[config.mk]
export PLATFORM = sky130hd
export DESIGN_NAME = floor_request_queue
export DESIGN_NICKNAME = d
export VERILOG_FILES = /design/src/rtl/elevator_pkg.sv /design/src/rtl/btn_debounce.sv /design/src/rtl/floor_request_queue.sv
export SDC_FILE = /design/constraint.sdc
export NUM_CORES = 1
export LEC_CHECK = 0
export CORE_MARGIN = 5
export CORE_UTILIZATION = 62
export DETAILED_ROUTE_END_ITERATION = 7
export PLACE_DENSITY = 0.8
export SLEW_MARGIN = 40
export SYNTH_ARGS = -nofsm -noshare
export SYNTH_HDL_FRONTEND = slang
export SYNTH_SLANG_ARGS = --single-unit
[constraint.sdc]
create_clock -name clk -period 3 [get_ports clk]
set_input_delay 0.9 -clock clk [delete_from_list [all_inputs] [get_ports clk]]
set_output_delay 0.9 -clock clk [all_outputs]
set_load 0.005 [all_outputs]
[src/rtl/elevator_pkg.sv]
// Shared elevator constants and the SCAN state encoding used by the
// floor request queue.
package elevator_pkg;

  localparam int NUM_FLOORS      = 7;
  localparam int FLOOR_W         = 3;
  localparam int DEBOUNCE_CYCLES = 1000000;
  localparam int CNT_W           = 20;

  typedef enum logic [1:0] {
    IDLE = 2'd0,
    UP   = 2'd1,
    DOWN = 2'd2
  } scan_state_e;

endpackage

[src/rtl/btn_debounce.sv]
// One call button: 2-flop synchroniser, stability counter and a single-cycle
// pulse on each accepted press (releases are accepted silently).
module btn_debounce #(
  parameter int DEBOUNCE_CYCLES = elevator_pkg::DEBOUNCE_CYCLES,
  parameter int CNT_W           = elevator_pkg::CNT_W
) (
  input  logic clk,
  input  logic rst_n,
  input  logic raw,
  output logic press
);

  localparam logic [CNT_W-1:0] CNT_LAST = CNT_W'(DEBOUNCE_CYCLES - 1);

  logic             sync0;
  logic             sync1;
  logic             stable;
  logic [CNT_W-1:0] cnt;
  logic             differ;
  logic             flip;

  assign differ = sync1 ^ stable;
  assign flip   = differ && (cnt == CNT_LAST);
  // Press coincides with the cycle the stable value is about to flip high.
  assign press  = flip && sync1;

  always_ff @(posedge clk or negedge rst_n) begin
    if (!rst_n) begin
      sync0  <= 1'b0;
      sync1  <= 1'b0;
      stable <= 1'b0;
      cnt    <= '0;
    end else begin
      sync0 <= raw;
      sync1 <= sync0;
      if (!differ) begin
        cnt <= '0;
      end else if (flip) begin
        stable <= sync1;
        cnt    <= '0;
      end else begin
        cnt <= cnt + CNT_W'(1);
      end
    end
  end

endmodule

[src/rtl/floor_request_queue.sv]
// Debounces floor call buttons, latches pending requests and picks the next
// target floor with a SCAN (sweep-then-reverse) policy.
module floor_request_queue #(
  parameter int NUM_FLOORS      = elevator_pkg::NUM_FLOORS,
  parameter int FLOOR_W         = elevator_pkg::FLOOR_W,
  parameter int DEBOUNCE_CYCLES = elevator_pkg::DEBOUNCE_CYCLES,
  parameter int CNT_W           = elevator_pkg::CNT_W
) (
  input  logic                  clk,
  input  logic                  rst_n,
  input  logic [NUM_FLOORS-1:0] btn,
  input  logic [FLOOR_W-1:0]    cur_floor,
  input  logic                  arrived,
  output logic [FLOOR_W-1:0]    target_floor,
  output logic                  target_valid,
  output logic [NUM_FLOORS-1:0] pending,
  output logic                  dir_up
);

  import elevator_pkg::*;

  // Handshake: target_floor is meaningful while target_valid is high; the
  // controller answers with a one-cycle arrived pulse at cur_floor, which
  // retires that floor's request. There is no backpressure on either side.

  scan_state_e           state;
  scan_state_e           state_next;
  logic [NUM_FLOORS-1:0] press;
  logic [NUM_FLOORS-1:0] clear;
  logic                  cur_ok;
  logic [FLOOR_W-1:0]    cur_eff;
  logic                  above;
  logic                  below;
  logic [FLOOR_W-1:0]    up_pick;
  logic [FLOOR_W-1:0]    down_pick;
  logic [FLOOR_W-1:0]    target_next;
  logic                  dir_next;

  for (genvar g = 0; g < NUM_FLOORS; g++) begin : g_btn
    btn_debounce #(
      .DEBOUNCE_CYCLES(DEBOUNCE_CYCLES),
      .CNT_W          (CNT_W)
    ) u_debounce (
      .clk  (clk),
      .rst_n(rst_n),
      .raw  (btn[g]),
      .press(press[g])
    );
  end

  // An out-of-range floor report never retires anything and reads as floor 1.
  assign cur_ok  = (cur_floor != '0) && (cur_floor <= FLOOR_W'(NUM_FLOORS));
  assign cur_eff = cur_ok ? cur_floor : FLOOR_W'(1);

  always_comb begin
    clear = '0;
    for (int i = 0; i < NUM_FLOORS; i++) begin
      clear[i] = arrived && cur_ok && (cur_floor == FLOOR_W'(i + 1));
    end
  end

  // Clear wins over a same-cycle press: that floor is being served now.
  always_ff @(posedge clk or negedge rst_n) begin
    if (!rst_n) begin
      pending <= '0;
    end else begin
      pending <= (pending | press) & ~clear;
    end
  end

  always_comb begin
    above     = 1'b0;
    below     = 1'b0;
    up_pick   = '0;
    down_pick = '0;
    for (int i = NUM_FLOORS - 1; i >= 0; i--) begin
      if (pending[i] && (FLOOR_W'(i + 1) >= cur_eff)) begin
        above   = 1'b1;
        up_pick = FLOOR_W'(i + 1);
      end
    end
    for (int i = 0; i < NUM_FLOORS; i++) begin
      if (pending[i] && (FLOOR_W'(i + 1) <= cur_eff)) begin
        below     = 1'b1;
        down_pick = FLOOR_W'(i + 1);
      end
    end
  end

  always_comb begin
    state_next  = state;
    target_next = '0;
    dir_next    = dir_up;
    case (state)
      IDLE: begin
        if (pending != '0) state_next = above ? UP : DOWN;
      end
      UP: begin
        if (pending == '0) state_next = IDLE;
        else if (!above)   state_next = DOWN;
      end
      DOWN: begin
        if (pending == '0) state_next = IDLE;
        else if (!below)   state_next = UP;
      end
      default: state_next = IDLE;
    endcase
    case (state_next)
      UP: begin
        target_next = up_pick;
        dir_next    = 1'b1;
      end
      DOWN: begin
        target_next = down_pick;
        dir_next    = 1'b0;
      end
      default: begin
        target_next = '0;
      end
    endcase
  end

  always_ff @(posedge clk or negedge rst_n) begin
    if (!rst_n) begin
      state        <= IDLE;
      target_floor <= '0;
      target_valid <= 1'b0;
      dir_up       <= 1'b1;
    end else begin
      state        <= state_next;
      target_floor <= target_next;
      target_valid <= |pending;
      dir_up       <= dir_next;
    end
  end

endmodule

==> key figures, run 1 <==
Layout
  – Post-layout net count: 898
  – Antenna cell count: 0
  – Finished Core Util: slightly above 70%
  – # fillers: 955
  – Layout cells sized above 1: 7.762%
  – Layout overhead on the synthesized area: 13.88%
  – Fin cells: 1065

Setup path
  – Required time worst endpoint: 3340 ps
  – CP Class: in2reg
  – Worst reg2reg endpoint: target_floor[1]
  – R2R cell count: 6
  – Startpoint types: primary input
  – CP arrival: 3260 ps
  – Max Fanout on Critical Path: 3
  – Critical Path Source: cur_floor[0]
  – CP max-delay cell: clkdlybuf4s50_1
  – FF-to-FF setup slack: 370 ps
  – CP Cell Sequence: clkdlybuf4s50_1 > nand3_1 > a21o_1 > nand2b_1 > or3_1 > o31ai_4 > ha_1 > nand2b_4 > o32ai_2
  – Crit. End Element: flip-flop
  – Worst r2r src: pending[6]
  – Largest stage delay, worst path: 540 ps

Worst hold path
  – Worst hold path cell count: 0
  – Hold WC Path Type: reg2reg
  – Hold path endpoint: g_btn[6].u_debounce.sync1
  – Hold Crit Start: g_btn[6].u_debounce.sync0

Synth
  – Count of different cell masters after synthesis: 50
  – Post-synthesis register bit count: 175
  – Sequential share of the synthesized area: 52.77%
  – Synth Area in Compound Gates: 4.220%
  – Largest family of logic cells by synthesized area: simple AND/OR/NAND/NOR gates
  – Avg Cell Area, Syn: 9.895 sq um
  – XOR/XNOR Fraction of Synth Area: about 14%
  – EDFF count, synth: 0
  – Post-synth top area cell: dfrtp_1
  – Yosys Warn Count: 0
  – Area contributors post-synth: dfrtp_1, xor2_1, nor2_1
  – Async SR Flop Fraction: 100.0%
  – Simple-Gate Fraction of Synth Area: 24.78%
  – Synth Cell Area: between 0.008 and 0.009 sq mm
  – Mux contribution to synthesized area: 0.1206%
  – Post-Synthesis Cells: 839
  – Post-synthesis adder-cell area fraction: 1.356%
  – Most used flip-flop cell after synthesis: dfrtp_1
  – Yosys top cell area share: 52.45%
  – Syn nets: 861

Drt
  – Via/cell ratio: 5.664
  – First drt pass iteration count: 5
  – Drt wl/cell: roughly 15 microns
  – DRT iter0 DRCs: 448
  – Wirelength, routed: between 15000 and 20000 microns
  – Total number of vias: between 6000 and 7000
  – DRT antenna net count: 0
  – # DRC: 0

Clocking
  – H-Tree Depth: 4
  – Clock Latency Late Sink: around 430 ps
  – Post-CTS Hold Fix Bufs: 0
  – Clk slew on worst S/H paths: about 60 ps
  – Clk buf depth: 2
  – Root Driver: clkbuf_16
  – CTS Buf Count: 17
  – CTS tree: done
  – Clock sink total: approximately 180
  – Setup repair bufs after CTS: 0

STA
  – Clock Skew: 8.713 ps
  – Slew headroom: 48.83%
  – Slew Limit Fails: 0
  – Final Hold Viols: 0
  – Fin crit share: 97.41%
  – Post-Route Setup TNS: 0 ps
  – Max frequency: around 0.34 GHz
  – Slew @ Worst Pin: 767.5 ps
  – RSZ-0062 raised after global routing: no
  – Setup violations, final: 0
  – Final min period: 2922 ps
  – Worst hold slack: 350.4 ps

Power
  – PwrDens: 550.6 mW/mm^2
  – P_leak: 4.120 nW
  – Post-layout power: 0.005205 W
  – IR Drop Worst-Case VDD: around 0.4 mV

Floorplanning
  – Die area: roughly 0.016 sq mm
  – Ports: 25
  – DIE HEIGHT: roughly 130 microns
  – Die Span X: 125.7 microns
  – Core Region: between 0.01 and 0.015 sq mm
  – Row cnt: 42
  – Initial Utilization: 62.94%

Global routing
  – Initial antenna violation count: 1
  – Vias in the first global route: 6025
  – Global-route usage over all layers: 21.46%
  – Overflow after GRT: 0
  – First-pass GRT wire length: 27810 microns
  – Pin count of the biggest net entering global routing: a little over 60

Placement
  – Detailed Place HPWL: 10950 microns
  – # placed instances: 1033
  – I/O Buffers: 24
  – Final RePlAce weighted congestion: ~0.86

Outcome
  – Status: complete, no violations

Job
  – # Max-Cap Violations: 0
-- area by class of cell --
type,instances,area [sq um],area share (%)
inverter,23,86.33,0.9132
clock buffer,23,508.0,5.373
timing repair buffer,43,410.4,4.341
multi-input combinational,616,3720,39.35
sequential,175,4380,46.33
tap,176,220.2,2.329
clock inverter,9,128.9,1.363
-- synth_stat cells, types with 2 or more instances --
library cell,number
ha_1,9
nor4_2,3
and4_1,11
nor2_1,167
buf_6,4
nor4_1,7
nand4_1,32
and3_1,19
xnor2_1,49
a31oi_1,11
or3_1,3
o22ai_1,2
nor4bb_1,2
nand3_2,2
clkbuf_1,7
buf_4,3
a21boi_0,2
or2_2,4
nor4b_1,7
buf_2,11
dfrtp_1,174
o32ai_1,2
nor3_1,19
nor2b_1,5
inv_1,23
or4_1,2
nand2b_1,8
a22oi_1,2
xor2_1,83
nand2_1,61
nand3_1,60
a21oi_1,9
o21a_1,2
o21ai_0,14
a21o_1,4
o22a_1,2
-- worst max-delay path by stage --
stage / to / slack, ps / depth (start not counted)
2_1_floorplan: target_floor[1] / 90 / 9
3_3_place_gp: target_floor[1] / -430 / 9
3_5_place_dp: target_floor[2] / -540 / 10
4_1_cts: target_floor[2] / 40 / 11
5_1_grt: target_floor[2] / 20 / 10
6_report: target_floor[1] / 80 / 9
-- report_power, final --
group / leakage [nW] / switching (W) / internal [W]
Sequential: 2.39 / 0.0000619 / 0.00243
Clock: 0.311 / 0.000878 / 0.00144
Combinational: 1.42 / 0.000211 / 0.000188
-- logic make-up after synthesis --
kind of cell	after synthesis
DFF	175
adders and majority gates	9
buffers and inverters	48
xor gates and xnor gates	132
and+or+nand+nor	419
AOI/OAI and AO/OA	55
muxes	1
-- worst max-delay path: cells and delay by family --
kind / cells / cell delay [ps]
compound gates: 3 / 650
fa+ha+maj: 1 / 300
buf+inv: 1 / 540
simple gates: 4 / 870
-- through the flow --
stage               worst slack [ps]  area, sq um
floorplan                      88.21         8302
global placement              -426.3         8782
detailed placement            -542.6         8782
CTS                            41.56         9422
global route                   22.87         9454
finish                         77.71         9454
-- placed cells by master, fill, tap and decap left out, drive strengths merged, types with 3 or more instances in the layout --
cell type      count
dfrtp            174
nor2             167
xor2              83
nand3             62
nand2             61
xnor2             49
nand4             32
inv               23
clkbuf            23
clkdlybuf4s50     21
and3              20
buf               20
nor3              19
o21ai             14
and4              11
a31oi             11
nor4              11
a21oi              9
ha                 9
nand2b             8
nor4b              7
nor2b              5
or2                5
a21o               4
clkinv             4
or3                3
bufinv             3
-- what timing repair did --
item	4_1_cts	5_1_grt
gates resized for setup	3	7
setup endpoints to repair	2	2
pin swaps	0	1
-- routing by layer --
metal	track usage [%]	vias up	part of all wire, %
met5	0	-	0.044
met4	6.186	2	1.4
met3	6.181	24	4.8
met2	36.41	87	51
met1	26.98	3003	43
li1	-	2916	-
-- state kept, by name (all words and copies together), names as in the netlist --
| name | cells |
|---|---|
| g_btn.u_debounce.cnt | 140 |
| g_btn.u_debounce.stable | 7 |
| g_btn.u_debounce.sync0 | 7 |
| g_btn.u_debounce.sync1 | 7 |
| pending | 7 |
| target_floor | 3 |
| state | 2 |
| dir_up | 1 |
| target_valid | 1 |
No activity file was read; power rests on OpenSTA's default activity.
==> run 2: changes to the inputs <==
Settings changed: ABC_AREA from default to 1, CELL_PAD_IN_SITES_DETAIL_PLACEMENT from default to 1, CELL_PAD_IN_SITES_GLOBAL_PLACEMENT from default to 1, CORE_UTILIZATION 62 to 46, PLACE_DENSITY 0.8 to default, PLACE_DENSITY_LB_ADDON from default to 0.1, REMOVE_ABC_BUFFERS from default to 1.
==> run 2 against run 1 <==
  * Combinational power down 7.8%
  * Register-to-register slack better by 360 ps
  * Critical path depth up 5
  * First-iteration DRC count down 19%
  * Highest routed layer is now met4
  * Worst hold slack about the same
  * Synthesized cell count up 56%
  * Utilization down 19 points
  * Fmax up 7.5%
  * Cell count up 55%
  * Sequential cell count unchanged
  * Global-route usage up 1.0 points
  * Cell area up 16%
==> key figures, run 2 <==
Setup path
  – Worst reg2reg endpoint: target_floor[1]
  – CP arrival: a little over 3000 ps
  – Required time worst endpoint: 3360 ps
  – FF-to-FF setup slack: ~730 ps
  – Startpoint types: primary input
  – R2R cell count: 11
  – Max Fanout on Critical Path: 5
  – CP Class: in2reg
  – Critical Path Source: cur_floor[0]
  – Worst r2r src: pending[0]
  – Crit. End Element: flip-flop

Placement
  – Detailed Place HPWL: approximately 19000 microns
  – Pre-CTS WS: -173.2 ps
  – Final RePlAce weighted congestion: 0.8379
  – I/O Buffers: 24
  – # placed instances: 1622
  – Area after DPL: 0.01035 sq mm

Clocking
  – H-Tree Depth: 4
  – Setup repair bufs after CTS: 0
  – Post-CTS Hold Fix Bufs: 0
  – CTS Buf Count: 17
  – Clock sink total: 175
  – Clk slew on worst S/H paths: 70 ps
  – Clock Latency Late Sink: 430 ps
  – Clk buf depth: 2
  – Root Driver: clkbuf_16
  – CTS tree: done
  – Post-cts sizing count: 0

Floorplanning
  – Die area: 0.02390 sq mm
  – Initial Utilization: 46.20%
  – Ports: 25
  – Die Span X: 154.6 microns
  – Row cnt: 53
  – Core Region: 0.02082 sq mm
  – DIE HEIGHT: 154.6 microns

Global routing
  – Global-route usage over all layers: 22.48%
  – Overflow after GRT: 0
  – Pin count of the biggest net entering global routing: 60
  – Vias in the first global route: 9073
  – Initial antenna violation count: 0
  – First-pass GRT wire length: approximately 44000 microns

Layout
  – Reg area: 0.004380 sq mm
  – Layout overhead on the synthesized area: 13.57%
  – # fillers: 2671
  – Commonest non-fill, non-tap cells in the layout: nand2_1, nor2_1, inv_1, dfrtp_1, nand3_1
  – Post-layout net count: 1388
  – Fin cells: between 1500 and 2000
  – Finished layout cell area: 0.01092 sq mm
  – Finished Core Util: 52.46%
  – Max reg flops: 140
  – Antenna cell count: 0
  – Multi-input logic area: between 0.004 and 0.005 sq mm
  – Most common cell after layout, fill and taps aside: nand2_1
  – Layout cells sized above 1: 6.381%
  – Top reg by flops: g_btn.u_debounce.cnt

Synth
  – EDFF count, synth: 0
  – Post-synth top area cell: dfrtp_1
  – Synth Cell Area: 0.009619 sq mm
  – Sequential share of the synthesized area: 45.54%
  – Async SR Flop Fraction: 100.0%
  – Avg Cell Area, Syn: 7.343 sq um
  – Most frequent cell after synthesis: nand2_1
  – Post-synthesis register bit count: between 150 and 200
  – Synth cell count leaders: nand2_1, nor2_1, inv_1
  – Yosys top cell area share: 45.27%
  – Area contributors post-synth: dfrtp_1, nand2_1, nor2_1
  – Yosys Warn Count: 0
  – Post-Synthesis Cells: roughly 1300
  – Most used flip-flop cell after synthesis: dfrtp_1
  – Count of different cell masters after synthesis: 33

STA
  – Setup ws final: ~280 ps
  – Worst hold slack: 350.5 ps
  – RSZ-0062 raised after global routing: no
  – Slew @ Worst Pin: 528.4 ps
  – Slew headroom: between 60% and 70%
  – Final Hold Viols: 0
  – Setup violations, final: 0
  – Fin crit share: 90.63%
  – Max frequency: 0.3678 GHz
  – Slew Limit Fails: 0
  – Final min period: roughly 2700 ps
  – Clock Skew: 14.64 ps

Worst hold path
  – Hold path endpoint: g_btn[6].u_debounce.sync1
  – Hold Crit Start: g_btn[6].u_debounce.sync0
  – Hold WC Path Type: reg2reg
  – Worst hold path cell count: 0

Drt
  – First drt pass iteration count: 4
  – Via/cell ratio: 5.176
  – DRT antenna net count: 0
  – Drt wl/cell: 15.58 microns
  – Total number of vias: 8561
  – Wirelength, routed: 25780 microns
  – # DRC: 0
  – DRT iter0 DRCs: between 300 and 400

Job
  – # Max-Cap Violations: 0

Power
  – IR Drop Worst-Case VDD: around 0.34 mV
  – PwrDens: between 400 and 500 mW/mm^2
  – P_leak: 5.103 nW

Outcome
  – Status: complete, no violations
-- run 2: changes by cell type after synthesis, sizes merged, moves of 11 or more --
cell / delta
nand4: +35
nor4: -11
nand2: +228
nor3: +27
xnor2: -37
nor2: +135
inv: +160
buf: -17
and4: -11
a21oi: +18
xor2: -37
nand3: +37
and3: -20
-- run 2: per-layer routing --
layer / part of all wire, % / global-route usage [%] / vias to the layer above
li1: - / - / 4279
met1: 48 / 30.15 / 4179
met2: 48 / 38.79 / 84
met3: 2.5 / 3.190 / 19
met4: 1.1 / 5.088 / 0
met5: 0 / 0 / -
-- run 2: report_power, final --
part / switching, W / internal (W) / total [W]
Sequential: 0.0000434 / 0.00242 / 0.00247
Combinational: 0.000225 / 0.000144 / 0.000368
Clock: 0.00100 / 0.00118 / 0.00219
Total: 0.00127 / 0.00375 / 0.00502
-- run 2: layout make-up --
class                      count  share of cell area, %
multi-input combinational    945                  41.42
tap                          275                  3.150
timing repair buffer          44                  3.837
clock buffer                  19                  4.055
inverter                     183                  6.288
sequential                   175                  40.10
clock inverter                13                  1.157
-- run 2: worst max path at each step --
stage	to	slack, ps	depth (start not counted)
2_1_floorplan	target_floor[2]	630	14
3_3_place_gp	target_floor[2]	-30	15
4_1_cts	target_floor[1]	280	14
5_1_grt	target_floor[1]	2	14
6_report	target_floor[1]	280	14
3_5_place_dp	target_floor[1]	-170	14
-- run 2: cell families after synthesis --
kind of cell | Yosys count | synth area share (%)
and+or+nand+nor | 816 | 36.88
buffers and inverters | 190 | 7.427
DFF | 175 | 45.54
AOI/OAI and AO/OA | 62 | 3.707
xor gates and xnor gates | 58 | 5.281
adders and majority gates | 9 | 1.171
-- run 2: worst max-delay path, stage by stage --
cell and delay, ps:
clkdlybuf4s50_1 570, inv_1 90, nand2_1 110, nand2_1 60, nand2_1 80, nand4_1 170, nor2_1 130, nand2_1 70
nand2_1 120, ha_1 260, buf_4 150, nor2_1 160, o21ai_0 140, nand2_1 90
-- run 2: through the flow --
| step | total power [W] | setup TNS (ps) |
|---|---|---|
| final | 0.005022 | 0 |
| after global routing | 0.005244 | 0 |
| after CTS | 0.005079 | 0 |
| after detailed placement | 0.002885 | -358.4 |
| after global placement | 0.002867 | -31.37 |
| after floorplan | 0.002662 | 0 |
==> run 3: changes to the inputs <==
Settings changed: TNS_END_PERCENT from default to 5.
==> results of run 3 <==
Final layout, timing and power as in run 2 (identical DEF).
